**config.mk**
```make
export PLATFORM = sky130hd
export DESIGN_NAME = ddr_upload
export DESIGN_NICKNAME = d
export VERILOG_FILES = /design/src/rtl/cave_pkg.sv /design/src/rtl/ddr_upload_line_buf.sv /design/src/rtl/ddr_upload.sv
export SDC_FILE = /design/constraint.sdc
export NUM_CORES = 1
export LEC_CHECK = 0
export CORE_AREA = 2 2 104 132
export CTS_CLUSTER_DIAMETER = 120
export CTS_CLUSTER_SIZE = 14
export DETAILED_ROUTE_END_ITERATION = 6
export DIE_AREA = 0 0 106 134
export HOLD_SLACK_MARGIN = 0.05
export PLACE_DENSITY = 0.79
export SLEW_MARGIN = 20
export SYNTH_ARGS = -nofsm -noshare
export SYNTH_HDL_FRONTEND = slang
export SYNTH_SLANG_ARGS = --single-unit
```
**constraint.sdc**
```tcl
create_clock -name clock -period 6 [get_ports clock]
set_input_delay 1.2 -clock clock [delete_from_list [all_inputs] [get_ports clock]]
set_output_delay 1.2 -clock clock [all_outputs]
set_load 0.005 [all_outputs]
```
**src/rtl/cave_pkg.sv**
```systemverilog
// Shared types and constants for the DDR upload (read-back) path.
package cave_pkg;

    typedef enum logic [2:0] {
        IDLE,
        REQ,
        WAIT,
        PF_REQ,
        PF_WAIT
    } state_t;

    localparam int unsigned DDR_BURST_LEN      = 1;
    localparam int unsigned HALFWORDS_PER_LINE = 4;
    localparam int unsigned HW_SEL_W           = $clog2(HALFWORDS_PER_LINE);

    // Halfword 0 is the least significant 16 bits of the line.
    function automatic logic [15:0] get_halfword(input logic [63:0] data,
                                                 input logic [HW_SEL_W-1:0] sel);
        return data[{sel, 4'b0000} +: 16];
    endfunction

endpackage

```
**src/rtl/ddr_upload_line_buf.sv**
```systemverilog
// One cached 64-bit DDR line: tag/valid/data storage, hit compare and halfword mux.
module ddr_upload_line_buf
    import cave_pkg::*;
#(
    parameter int unsigned TAG_WIDTH = 22
) (
    input  logic                 clock,
    input  logic                 reset,
    input  logic                 inval,
    input  logic                 fill,
    input  logic [TAG_WIDTH-1:0] fill_tag,
    input  logic [63:0]          fill_data,
    input  logic [TAG_WIDTH-1:0] lookup_tag,
    input  logic [HW_SEL_W-1:0]  sel,
    output logic                 hit,
    output logic [15:0]          halfword
);

    logic                 valid;
    logic [TAG_WIDTH-1:0] tag;
    logic [63:0]          data;

    always_ff @(posedge clock or posedge reset) begin
        if (reset) begin
            valid <= 1'b0;
            tag   <= '0;
            data  <= '0;
        end else if (inval) begin
            valid <= 1'b0;
        end else if (fill) begin
            valid <= 1'b1;
            tag   <= fill_tag;
            data  <= fill_data;
        end
    end

    always_comb begin
        hit      = valid & (tag == lookup_tag);
        halfword = get_halfword(data, sel);
    end

endmodule

```
**src/rtl/ddr_upload.sv**
```systemverilog
// Serves HPS ioctl upload reads from the DDR3 game region through a one-line cache.
// Define UPLOAD_PREFETCH_EN to add a second line buffer fed by a next-line prefetch.
module ddr_upload
    import cave_pkg::*;
#(
    parameter int unsigned ADDR_WIDTH = 25,
    parameter logic [31:0] DDR_BASE   = 32'h0000_0000
) (
    input  logic                  clock,
    input  logic                  reset,
    input  logic                  io_upload_cs,
    input  logic                  io_upload_rd,
    input  logic [ADDR_WIDTH-1:0] io_upload_addr,
    output logic [15:0]           io_upload_din,
    output logic                  io_upload_waitReq,
    output logic                  io_ddr_rd,
    output logic [31:0]           io_ddr_addr,
    output logic [7:0]            io_ddr_burstLength,
    input  logic                  io_ddr_waitReq,
    input  logic                  io_ddr_valid,
    input  logic [63:0]           io_ddr_dout
);

    localparam int unsigned TAG_WIDTH = ADDR_WIDTH - 3;

    state_t                state;
    logic                  cs_q;
    logic                  aborted;
    logic [TAG_WIDTH-1:0]  tag_q;
    logic [HW_SEL_W-1:0]   sel_q;
    logic [TAG_WIDTH-1:0]  line;
    logic [HW_SEL_W-1:0]   sel;
    logic                  cs_rise, can_accept, accept, hit, miss, discard;
    logic [15:0]           hit_hw;
    logic                  fill0, hit0;
    logic [15:0]           hw0;
    logic                  unused_addr0;
`ifdef UPLOAD_PREFETCH_EN
    logic                  fill1, inval1, hit1, pending, want_pend, pend_hit;
    logic [15:0]           hw1;
    logic [TAG_WIDTH-1:0]  pf_tag, pend_tag, want_tag;
    logic [HW_SEL_W-1:0]   pend_sel, want_sel;
`endif

    function automatic logic [31:0] line_addr(input logic [TAG_WIDTH-1:0] l);
        return DDR_BASE + 32'({l, 3'b000});
    endfunction

    assign unused_addr0       = io_upload_addr[0];
    assign io_ddr_burstLength = 8'(DDR_BURST_LEN);

    // Lookup, accept and stall decode; waitReq must rise in the same cycle as a missing rd.
    always_comb begin
        line    = io_upload_addr[ADDR_WIDTH-1:3];
        sel     = io_upload_addr[2:1];
        cs_rise = io_upload_cs & ~cs_q;
        discard = aborted | ~io_upload_cs;
`ifdef UPLOAD_PREFETCH_EN
        can_accept = ((state == IDLE) || (state == PF_REQ) || (state == PF_WAIT)) && !pending;
        hit        = (hit0 | hit1) & ~cs_rise;
        hit_hw     = hit0 ? hw0 : hw1;
        fill1      = (state == PF_WAIT) & io_ddr_valid & ~discard;
`else
        can_accept = (state == IDLE);
        hit        = hit0 & ~cs_rise;
        hit_hw     = hw0;
`endif
        accept = io_upload_cs & io_upload_rd & can_accept;
        miss   = accept & ~hit;
        fill0  = (state == WAIT) & io_ddr_valid & ~discard;
`ifdef UPLOAD_PREFETCH_EN
        inval1    = cs_rise | fill0;
        want_pend = pending | miss;
        want_tag  = pending ? pend_tag : line;
        want_sel  = pending ? pend_sel : sel;
        pend_hit  = want_pend & (want_tag == pf_tag);
        io_upload_waitReq = (state == REQ) | (state == WAIT) | pending | miss;
`else
        io_upload_waitReq = (state != IDLE) | miss;
`endif
    end

    ddr_upload_line_buf #(.TAG_WIDTH(TAG_WIDTH)) u_buf0 (
        .clock      (clock),
        .reset      (reset),
        .inval      (cs_rise),
        .fill       (fill0),
        .fill_tag   (tag_q),
        .fill_data  (io_ddr_dout),
        .lookup_tag (line),
        .sel        (sel),
        .hit        (hit0),
        .halfword   (hw0)
    );

`ifdef UPLOAD_PREFETCH_EN
    ddr_upload_line_buf #(.TAG_WIDTH(TAG_WIDTH)) u_buf1 (
        .clock      (clock),
        .reset      (reset),
        .inval      (inval1),
        .fill       (fill1),
        .fill_tag   (pf_tag),
        .fill_data  (io_ddr_dout),
        .lookup_tag (line),
        .sel        (sel),
        .hit        (hit1),
        .halfword   (hw1)
    );
`endif

    always_ff @(posedge clock or posedge reset) begin
        if (reset) begin
            state         <= IDLE;
            cs_q          <= 1'b0;
            aborted       <= 1'b0;
            tag_q         <= '0;
            sel_q         <= '0;
            io_upload_din <= '0;
            io_ddr_rd     <= 1'b0;
            io_ddr_addr   <= '0;
`ifdef UPLOAD_PREFETCH_EN
            pending       <= 1'b0;
            pf_tag        <= '0;
            pend_tag      <= '0;
            pend_sel      <= '0;
`endif
        end else begin
            cs_q <= io_upload_cs;
            // A fetch outstanding while the session closes must not update the cache or din.
            if (!io_upload_cs && state != IDLE) aborted <= 1'b1;
`ifdef UPLOAD_PREFETCH_EN
            if (state == PF_REQ || state == PF_WAIT) begin
                if (accept && hit) io_upload_din <= hit_hw;
                else if (miss) begin
                    pending  <= 1'b1;
                    pend_tag <= line;
                    pend_sel <= sel;
                end
            end
`endif
            case (state)
                IDLE: begin
                    if (accept && hit) begin
                        io_upload_din <= hit_hw;
                    end else if (miss) begin
                        tag_q       <= line;
                        sel_q       <= sel;
                        aborted     <= 1'b0;
                        io_ddr_rd   <= 1'b1;
                        io_ddr_addr <= line_addr(line);
                        state       <= REQ;
                    end
                end
                REQ: begin
                    if (!io_ddr_waitReq) begin
                        io_ddr_rd <= 1'b0;
                        state     <= WAIT;
                    end
                end
                WAIT: begin
                    if (io_ddr_valid) begin
                        state <= IDLE;
                        if (fill0) begin
                            io_upload_din <= get_halfword(io_ddr_dout, sel_q);
`ifdef UPLOAD_PREFETCH_EN
                            pf_tag      <= TAG_WIDTH'(tag_q + 1'b1);
                            io_ddr_rd   <= 1'b1;
                            io_ddr_addr <= line_addr(TAG_WIDTH'(tag_q + 1'b1));
                            aborted     <= 1'b0;
                            state       <= PF_REQ;
`endif
                        end
                    end
                end
`ifdef UPLOAD_PREFETCH_EN
                PF_REQ: begin
                    if (!io_ddr_waitReq) begin
                        io_ddr_rd <= 1'b0;
                        state     <= PF_WAIT;
                    end
                end
                PF_WAIT: begin
                    // A rd parked behind the prefetch is either served by it or issued next.
                    if (io_ddr_valid) begin
                        pending <= 1'b0;
                        state   <= IDLE;
                        if (!discard && pend_hit) begin
                            io_upload_din <= get_halfword(io_ddr_dout, want_sel);
                        end else if (!discard && want_pend) begin
                            tag_q       <= want_tag;
                            sel_q       <= want_sel;
                            aborted     <= 1'b0;
                            io_ddr_rd   <= 1'b1;
                            io_ddr_addr <= line_addr(want_tag);
                            state       <= REQ;
                        end
                    end
                end
`endif
                default: state <= IDLE;
            endcase
        end
    end

endmodule

```
==> run summary <==
Final Max Slew Viols: 0
critical path type: in -> out
register bit count reported by yosys: 132
largest net degree at the start of global routing: 88
Worst EP required: 4.80 ns
GPL Wtd Cong: 0.761
Syn Inst Count: 401
dpl hpwl: 9000 µm
warnings from Yosys: 0
clock skew: 0.00969 ns
PostCTS Resize Cnt: 0
critical path startpoint category: input port
fin crit share: 0.772
routed len/inst: 18.6 µm
I/O Buffers: 133
most common cell in the netlist: dfrtp_1
core box area: 13000 µm²
total negative setup slack: 0 ns
Die Span Y: 134 µm
Final min period: 4.63 ns
Post-Syn Area: 6370 µm²
Worst-path clk slew: 0.06 ns
vias per std cell: 5.23
Adder-Cell Fraction of Synth Area: 0
initial DRC count: 74
FFs w/ async S/R, synth: 1.00
total wire length: 13300 µm
ANT nets after route: 0
worst skew pair latency: 0.40 ns
Non-Filler Instances: 717
Die Width: 106 µm
Syn Area/Cell: 15.9 µm²
number of flops mapped to enable cells by yosys: 0
num rows: 47
clk sinks: 132
unrepaired setup endpoints after global routing: false
vias in the first global route: 4289
Commonest cells post-synth: dfrtp_1, mux2_2, mux4_2
FMAX: 0.216 GHz
top cells by area, synth: dfrtp_1, mux2_2, mux4_2, mux2_4, xnor2_1
headroom to the max-slew limit: 0.324
Reg area: 3300 µm²
placed instance count: 686
TritonCTS Buffers: 17
FILL cells: 976
Total GRT Usage: 0.200
drc violations: 0
die area: 14200 µm²
CP arrival: 3.43 ns
XOR/XNOR share of the synthesized area: 0.0303
Final Setup Violations: 0
Leakage: 3.76 nW
routed vias: 3753
Synth Area in Compound Gates: 0.00531
run status: finished clean
Tightest Pin Transition: 1.01 ns
CTS max path bufs: 2
first-pass GRT wire length: 22100 µm
Worst VDD drop: 0.243 mV
H-tree depth: 4
hold_buf cts: 0
Clock Root Buffer: clkbuf_16
Final Core Density: 0.641
Synth-to-Final Area Change: 30.8%
predominant post-synthesis flop cell: dfrtp_1
Starting Density: 0.490
PD cells: 447 nW/µm²
Synth Area in Simple Gates: 0.0197
CTS tree: done
initial antenna violation count: 0
CP Max Fanout: 2
drt pass-1 iters: 4
global route overflow: 0
cell taking the most area after synthesis: dfrtp_1
top-area cell type share of the netlist area: 0.519
fraction of layout instances using a drive strength above 1: 0.390
multiplexer share of the synthesized area: 0.380
Ant. Diodes: 0
Max Cap Violations: 0
area occupied by multi-input gates: 2850 µm²
num ports: 153
Yosys cell types: 27
Final Hold Viols: 0
type of the worst min-delay path: reg -> reg
largest family of logic cells by synthesized area: multiplexers
Worst Setup End Kind: output port
sequential area share after synthesis: 0.519
setup bufs post-CTS: 0
Layout Nets: 629
[metrics by stage]
step           setup WS, ns  cell area (µm²)  hold WS [ns]  total power, mW
2_1_floorplan          1.27             6430         0.444             2.28
4_1_cts                1.32             8320         0.501             3.77
3_5_place_dp           1.33             7750         0.485             2.76
5_1_grt                1.23             8330         0.516             3.94
3_3_place_gp           1.32             7750         0.464             2.70
6_report               1.37             8330         0.499             3.73
[kinds of logic after synthesis]
| group | Yosys count |
|---|---|
| DFF | 132 |
| muxes | 174 |
| and+or+nand+nor | 23 |
| AOI/OAI and AO/OA | 5 |
| other | 2 |
| buffers and inverters | 43 |
| xor gates and xnor gates | 22 |
[critical path, cell delays in order]
cell and delay [ns]:
clkdlybuf4s50_1 0.50, xnor2_1 0.13, nand4_1 0.14, or4_1 0.55, nor4_2 0.22, nand2b_1 0.17
nand2_1 0.06, clkdlybuf4s50_1 0.46
[placed cells by master, fill, tap and decap left out, types with 2 or more instances in the layout]
cell               n
clkdlybuf4s50_1  133
dfrtp_1          132
mux2_2           116
mux4_2            32
mux2_4            26
xnor2_1           22
conb_1            18
clkbuf_16         17
nand2_1            6
buf_4              6
nand4_1            5
clkinv_2           4
nand2b_1           3
nor2_1             3
clkbuf_1           3
clkbuf_8           2
bufinv_16          2
clkinv_4           2
[where the power goes]
group / leakage (nW) / internal [mW] / switching [mW]
Combinational: 1.77 / 0.858 / 0.342
Clock: 0.280 / 0.630 / 0.361
Sequential: 1.71 / 1.28 / 0.258
Total: 3.76 / 2.77 / 0.961
[cell type report]
class | instances | share of cell area
inverter | 2 | 0.00150
multi-input combinational | 242 | 0.343
sequential | 132 | 0.397
tap | 171 | 0.0257
clock inverter | 9 | 0.0126
timing repair buffer | 139 | 0.165
clock buffer | 22 | 0.0557
[worst paths after layout]
path                               startpoint           endpoint  slack (ns)  depth (start not counted)
max in group asynchronous               reset   io_upload_din[4]        3.51                          3
min reg2reg                         io_ddr_rd          io_ddr_rd        0.50                          2
max reg2reg                     u_buf0.tag[3]     io_ddr_addr[3]        3.45                          7
min in group asynchronous               reset     io_ddr_addr[3]        1.31                          2
min                                 io_ddr_rd          io_ddr_rd        0.50                          2
max                        io_upload_addr[19]  io_upload_waitReq        1.37                          8
[layer usage]
layer  up-vias  track usage  wire length, µm  part of all wire
met3        12       0.0598              811             0.061
met4         0       0.0512              104            0.0078
met2       117        0.356             7100              0.53
li1       1708            -                -                 -
met1      1916        0.238             5320              0.40
met5         -            0                0                 0
[state kept, by name, indices dropped and copies added (netlist names)]
register and flops:
aborted 1, cs_q 1, io_ddr_addr 22, io_ddr_rd 1, io_upload_din 16, sel_q 2
state 2, u_buf0.data 64, u_buf0.tag 22, u_buf0.valid 1
No activity file was read; power rests on OpenSTA's default activity.
